### src/rtl/mult_control_unit_pkg.sv
// Shared definitions for the shift-add multiplier controller: state encoding and default sizes.
package mult_pkg;

    localparam int DEF_WIDTH = 32;
    localparam int DEF_CNT_W = 6;

    typedef enum logic [1:0] {
        S_IDLE = 2'd0,
        S_LOAD = 2'd1,
        S_RUN  = 2'd2,
        S_DONE = 2'd3
    } state_t;

endpackage

### src/rtl/mult_control_unit_if.sv
// Requester handshake plus Product-datapath control bundle for the multiplier controller.
// Handshake: start is sampled only while idle; busy covers LOAD..DONE; rdy is a one-cycle done pulse.
interface mult_control_unit_if #(
    parameter int CNT_W = mult_pkg::DEF_CNT_W
) ();
    import mult_pkg::*;

    logic             start;
    logic             abort;
    logic             lsb;
    logic             busy;
    logic             load_ctrl;
    logic             w_ctrl_Product;
    logic             adding_ctrl;
    logic             rdy;
    logic [CNT_W-1:0] iter;
    state_t           state;

    modport slave (
        input  start, abort, lsb,
        output busy, load_ctrl, w_ctrl_Product, adding_ctrl, rdy, iter, state
    );

    modport master (
        output start, abort, lsb,
        input  busy, load_ctrl, w_ctrl_Product, adding_ctrl, rdy, iter, state
    );

endinterface

### src/rtl/mult_control_unit_iter_counter.sv
// Iteration counter for the multiplier sequencer; clear has priority over enable.
module mult_iter_counter #(
    parameter int WIDTH = mult_pkg::DEF_WIDTH,
    parameter int CNT_W = mult_pkg::DEF_CNT_W
) (
    input  logic             clk,
    input  logic             rst,
    input  logic             clear_i,
    input  logic             enable_i,
    output logic [CNT_W-1:0] count_o,
    output logic             terminal_o
);

    logic [CNT_W-1:0] count_q;
    logic [CNT_W-1:0] count_d;

    always_comb begin
        count_d = count_q;
        if (clear_i) begin
            count_d = '0;
        end else if (enable_i) begin
            count_d = count_q + CNT_W'(1);
        end
    end

    always_ff @(posedge clk or posedge rst) begin
        if (rst) begin
            count_q <= '0;
        end else begin
            count_q <= count_d;
        end
    end

    assign count_o    = count_q;
    assign terminal_o = (count_q == CNT_W'(WIDTH - 1));

endmodule

### src/rtl/mult_control_unit.sv
// Sequencer for the unsigned shift-add multiplier: one LOAD cycle, WIDTH add/shift cycles, one DONE cycle.
module mult_control_unit
    import mult_pkg::*;
#(
    parameter int WIDTH = DEF_WIDTH,
    parameter int CNT_W = DEF_CNT_W
) (
    input logic               clk,
    input logic               rst,
    mult_control_unit_if.slave ctrl
);

    state_t           state_q;
    state_t           state_d;
    logic             cnt_clear;
    logic             cnt_enable;
    logic             cnt_terminal;
    logic [CNT_W-1:0] cnt_value;
    logic             busy;
    logic             load_ctrl;
    logic             w_ctrl;
    logic             adding;
    logic             rdy;

    always_ff @(posedge clk or posedge rst) begin
        if (rst) begin
            state_q <= S_IDLE;
        end else begin
            state_q <= state_d;
        end
    end

    always_comb begin
        state_d = state_q;
        case (state_q)
            S_IDLE:  if (ctrl.start) state_d = S_LOAD;
            S_LOAD:  state_d = S_RUN;
            S_RUN:   if (cnt_terminal) state_d = S_DONE;
            S_DONE:  state_d = S_IDLE;
            default: state_d = S_IDLE;
        endcase
        // Abort also wins over a simultaneous start while idle.
        if (ctrl.abort) state_d = S_IDLE;
    end

    always_comb begin
        busy      = 1'b0;
        load_ctrl = 1'b0;
        w_ctrl    = 1'b0;
        adding    = 1'b0;
        rdy       = 1'b0;
        case (state_q)
            S_LOAD: begin
                busy      = 1'b1;
                load_ctrl = 1'b1;
            end
            S_RUN: begin
                busy   = 1'b1;
                w_ctrl = 1'b1;
                adding = ctrl.lsb;
            end
            S_DONE: begin
                busy = 1'b1;
                rdy  = 1'b1;
            end
            default: ;
        endcase
    end

    // Clearing on the transition into IDLE keeps iter at 0 for every idle cycle; DONE holds WIDTH.
    assign cnt_clear  = (state_d == S_IDLE) || (state_d == S_LOAD);
    assign cnt_enable = (state_q == S_RUN);

    mult_iter_counter #(
        .WIDTH(WIDTH),
        .CNT_W(CNT_W)
    ) u_iter_counter (
        .clk       (clk),
        .rst       (rst),
        .clear_i   (cnt_clear),
        .enable_i  (cnt_enable),
        .count_o   (cnt_value),
        .terminal_o(cnt_terminal)
    );

    assign ctrl.busy           = busy;
    assign ctrl.load_ctrl      = load_ctrl;
    assign ctrl.w_ctrl_Product = w_ctrl;
    assign ctrl.adding_ctrl    = adding;
    assign ctrl.rdy            = rdy;
    assign ctrl.iter           = cnt_value;
    assign ctrl.state          = state_q;

endmodule

### src/flat_wrapper.sv
// flat-port wrapper written by rule: the top's interface ports become plain ports
module mult_control_unit_flat import mult_pkg::*;
#(
    parameter int WIDTH = DEF_WIDTH,
    parameter int CNT_W = DEF_CNT_W
)
  (clk, rst, ctrl_start, ctrl_abort, ctrl_lsb, ctrl_busy, ctrl_load_ctrl, ctrl_w_ctrl_Product, ctrl_adding_ctrl, ctrl_rdy, ctrl_iter, ctrl_state);
  mult_control_unit_if #(.CNT_W(CNT_W)) ctrl_i ();
  input logic clk;
  input logic rst;
  input wire logic [$bits(ctrl_i.start)-1:0] ctrl_start;
  input wire logic [$bits(ctrl_i.abort)-1:0] ctrl_abort;
  input wire logic [$bits(ctrl_i.lsb)-1:0] ctrl_lsb;
  output wire logic [$bits(ctrl_i.busy)-1:0] ctrl_busy;
  output wire logic [$bits(ctrl_i.load_ctrl)-1:0] ctrl_load_ctrl;
  output wire logic [$bits(ctrl_i.w_ctrl_Product)-1:0] ctrl_w_ctrl_Product;
  output wire logic [$bits(ctrl_i.adding_ctrl)-1:0] ctrl_adding_ctrl;
  output wire logic [$bits(ctrl_i.rdy)-1:0] ctrl_rdy;
  output wire logic [$bits(ctrl_i.iter)-1:0] ctrl_iter;
  output wire logic [$bits(ctrl_i.state)-1:0] ctrl_state;
  assign ctrl_i.start = ctrl_start;
  assign ctrl_i.abort = ctrl_abort;
  assign ctrl_i.lsb = ctrl_lsb;
  assign ctrl_busy = ctrl_i.busy;
  assign ctrl_load_ctrl = ctrl_i.load_ctrl;
  assign ctrl_w_ctrl_Product = ctrl_i.w_ctrl_Product;
  assign ctrl_adding_ctrl = ctrl_i.adding_ctrl;
  assign ctrl_rdy = ctrl_i.rdy;
  assign ctrl_iter = ctrl_i.iter;
  assign ctrl_state = ctrl_i.state;
  mult_control_unit #(.WIDTH(WIDTH), .CNT_W(CNT_W)) u_core (.clk(clk), .rst(rst), .ctrl(ctrl_i));
endmodule
### config.mk
export PLATFORM = sky130hd
export DESIGN_NAME = mult_control_unit_flat
export DESIGN_NICKNAME = d
export VERILOG_FILES = /design/src/rtl/mult_control_unit_pkg.sv /design/src/rtl/mult_control_unit_if.sv /design/src/rtl/mult_control_unit_iter_counter.sv /design/src/rtl/mult_control_unit.sv /design/src/flat_wrapper.sv
export SDC_FILE = /design/constraint.sdc
export NUM_CORES = 1
export LEC_CHECK = 0
export BUFFER_PORTS_ARGS = -buffer_cell sky130_fd_sc_hd__buf_2
export CAP_MARGIN = 20
export CORE_AREA = 2 2 39 41
export CTS_BUF_LIST = sky130_fd_sc_hd__clkbuf_16
export DETAILED_ROUTE_END_ITERATION = 7
export DIE_AREA = 0 0 41 43
export PLACE_DENSITY = 0.66
export SLEW_MARGIN = 20
export SYNTH_ARGS = -nofsm -noshare
export SYNTH_HDL_FRONTEND = slang
export SYNTH_SLANG_ARGS = --single-unit
### constraint.sdc
create_clock -name clk -period 3.5 [get_ports clk]
set_input_delay 0.35 -clock clk [delete_from_list [all_inputs] [get_ports clk]]
set_output_delay 0.35 -clock clk [all_outputs]
set_load 0.05 [all_outputs]
==> summary.md <==
| Metric | Value |
|---|---|
| Period Utilization, post-route | `0.553` |
| Reg-to-Reg End | `u_core.u_iter_counter.count_o[5]` |
| Setup crit end kind | `output pin` |
| Leakage power | `0.355 nW` |
| Die ar. | `1760 sq um` |
| Syn avg cell area | `10.6 sq um` |
| GRT overflow | `0` |
| Worst min path class | `primary input to async pin` |
| Initial DRT Pass Iterations | `3` |
| Post-Syn Nets | `55` |
| Min Hold Slack | `0.0507 ns` |
| Least-Margin Pin Slew | `0.346 ns` |
| Antenna violations before repair | `0` |
| Share of layout cells above drive strength 1 | `0.365` |
| Clock sinks | `8` |
| Main area contributors after synthesis | `dfrtp_1 43%, ha_1 16%, xor2_1 5.6%` |
| Synth top area share | `0.428` |
| Synth Flop Type | `dfrtp_1` |
| CTS tree | `yes` |
| Port buffer count | `17` |
| Antenna cell count | `0` |
| Clock transition at path regs | `0.03 ns` |
| Peak VDD IR | `0.000381 V` |
| Count leader, synth | `dfrtp_1` |
| Initial DRC count | `1` |
| Crit path DAT | `1.59 ns` |
| Worst setup path startpoint | `u_core.ctrl.state[0]` |
| ANT nets after route | `0` |
| Worst setup path endpoint | `ctrl_adding_ctrl` |
| DR vias/cell | `4.53` |
| R2R Setup Slk | `1.86 ns` |
| EDFF count, synth | `0` |
| CP Data Required Time | `3.15 ns` |
| Asr flop ratio synth | `1.00` |
| Fin Setup TNS | `0 ns` |
| RePlAce Congestion | `0.694` |
| Final hold viol count | `0` |
| Vias post-DR | `358` |
| Core area | `1380 sq um` |
| Status | `completed` |
| Vert. Die Dim | `43 um` |
| FMAX | `0.516 GHz` |
| Final setup margin | `1.56 ns` |
| Netlist cell types | `19` |
| IO Pins | `18` |
| WS Path Type | `register to output pin` |
| Period minus WS final | `1.94 ns` |
| Clock latency on the worst-skew pair | `0.23 ns` |
| Clock buffer depth | `2` |
| Relative slew slack | `0.769` |
| RSZ-0062 raised after global routing | `false` |
| Global-route wire length before repair | `1.43 mm` |
| Nets | `76` |
| Crit path max fanout | `8` |
| Reg2Reg Depth | `5` |
| Vias in the first global route | `346` |
| Synth top cells by count | `8 x dfrtp_1, 6 x ha_1, 6 x nor2_1` |
| PostCTS Resize Cnt | `0` |
| Register area share after synthesis | `0.428` |
| RR Startpoint | `u_core.ctrl.state[0]` |
| Chip width | `41 um` |
| Number of synthesized register bits | `8` |
| Mapped Area | `468 sq um` |
| Area Growth Syn to Fin | `36.1%` |
| Clock Tree Root | `clkbuf_16` |
| Post-CTS setup buffers | `0` |
| Max Cap Viol | `0` |
| Pins Over Slew Limit | `0` |
| DR WL/cell | `10.4 um` |
| Total power | `0.545 mW` |
| Warnings from Yosys | `0` |
| Clock Skews | `0.000552 ns` |
| Cell accounting for the most synthesized area | `dfrtp_1` |
| Initial Util | `0.338` |
| DRC Markers | `0` |
| Post-place setup slack | `1.80 ns` |
| CTS Buf Count | `3` |
| Drt total wl | `824 um` |
| Startpoint types | `register` |
| FP Rows | `14` |
| Final HPWL DP | `669 um` |
| Cts hold-fix bufs | `0` |
| Global Route Usage Sum | `0.125` |
| # setup viols final | `0` |
| Depth of the CTS H-tree | `1` |
| Post-Synthesis Cells | `44` |
| Power per Cell Area | `856 nW/um^2` |
| Largest net degree at the start of global routing | `9` |
-- cell type report --
cell class / instances / area, sq um
inverters: 5 / 18.8
multi-input cells: 30 / 238
clock buffers: 3 / 75.1
repair buffers: 17 / 85.1
flip-flops and latches: 8 / 200
well taps: 16 / 20.0
fillers: 138 / 747
-- metal layers --
metal,GRT usage,share of wire,wire (um),vias to the layer above
met2,0.178,0.43,353,16
met5,0,0,0,-
met4,0.100,0.027,22,0
met3,0.0471,0.11,89,2
li1,-,-,-,182
met1,0.140,0.43,358,158
-- cells in the final DEF (no fill, tap or decap) --
cell type	Yosys	routed
buf_2	0	17
dfrtp_1	8	8
nor2_1	6	6
ha_1	6	6
inv_1	5	5
xor2_1	3	3
clkbuf_16	0	3
nand2_1	2	2
a21oi_1	2	2
nand2b_1	1	1
nand4_4	1	1
nand4_1	1	1
xnor2_1	1	1
and4bb_2	1	1
nand3_1	1	1
a211oi_1	1	1
and2_2	1	1
mux2i_1	1	1
o21ai_0	1	1
or3_1	1	1
-- worst min path at each step --
stage                                             endpoint  start  cells past startpoint  slack (ns)
after floorplan                       u_core.ctrl.state[0]    rst                      1        0.17
after global placement    u_core.u_iter_counter.count_o[5]    rst                      2        0.31
after detailed placement  u_core.u_iter_counter.count_o[5]    rst                      2        0.30
after CTS                 u_core.u_iter_counter.count_o[5]    rst                      2        0.06
after global routing      u_core.u_iter_counter.count_o[4]    rst                      2        0.08
final                     u_core.u_iter_counter.count_o[4]    rst                      2        0.05
-- power breakdown --
part	internal, mW	total (mW)	switching (mW)
registers	0.104	0.117	0.0128
clock network	0.147	0.189	0.0417
logic	0.0565	0.240	0.183
-- worst max-delay path: stages, from the launching register on --
cell	delay [ns]
dfrtp_1	0.40
inv_1	0.12
ha_1	0.37
and2_2	0.21
buf_2	0.25
-- stage by stage --
stage,cell area (sq um),utilization,std cells
CTS,637,0.460,79
detailed placement,562,0.406,76
global route,637,0.460,79
finish,637,0.460,79
floorplan,468,-,44
global placement,562,0.406,76
-- logic make-up (layout without fill, tap and decap cells) --
| kind of cell | after synthesis | after routing | synth area share |
|---|---|---|---|
| xor gates and xnor gates | 4 | 4 | 0.0749 |
| and+or+nand+nor | 15 | 15 | 0.203 |
| DFF | 8 | 8 | 0.428 |
| adders and majority gates | 6 | 6 | 0.160 |
| muxes | 1 | 1 | 0.0214 |
| buffers and inverters | 6 | 25 | 0.0642 |
| AOI/OAI and AO/OA | 4 | 4 | 0.0481 |
-- flip-flops by register name, summed over array words and instances, names as in the netlist --
name,flops
u_core.ctrl.state,2
u_core.u_iter_counter.count_o,6
No activity file was read; power rests on OpenSTA's default activity.
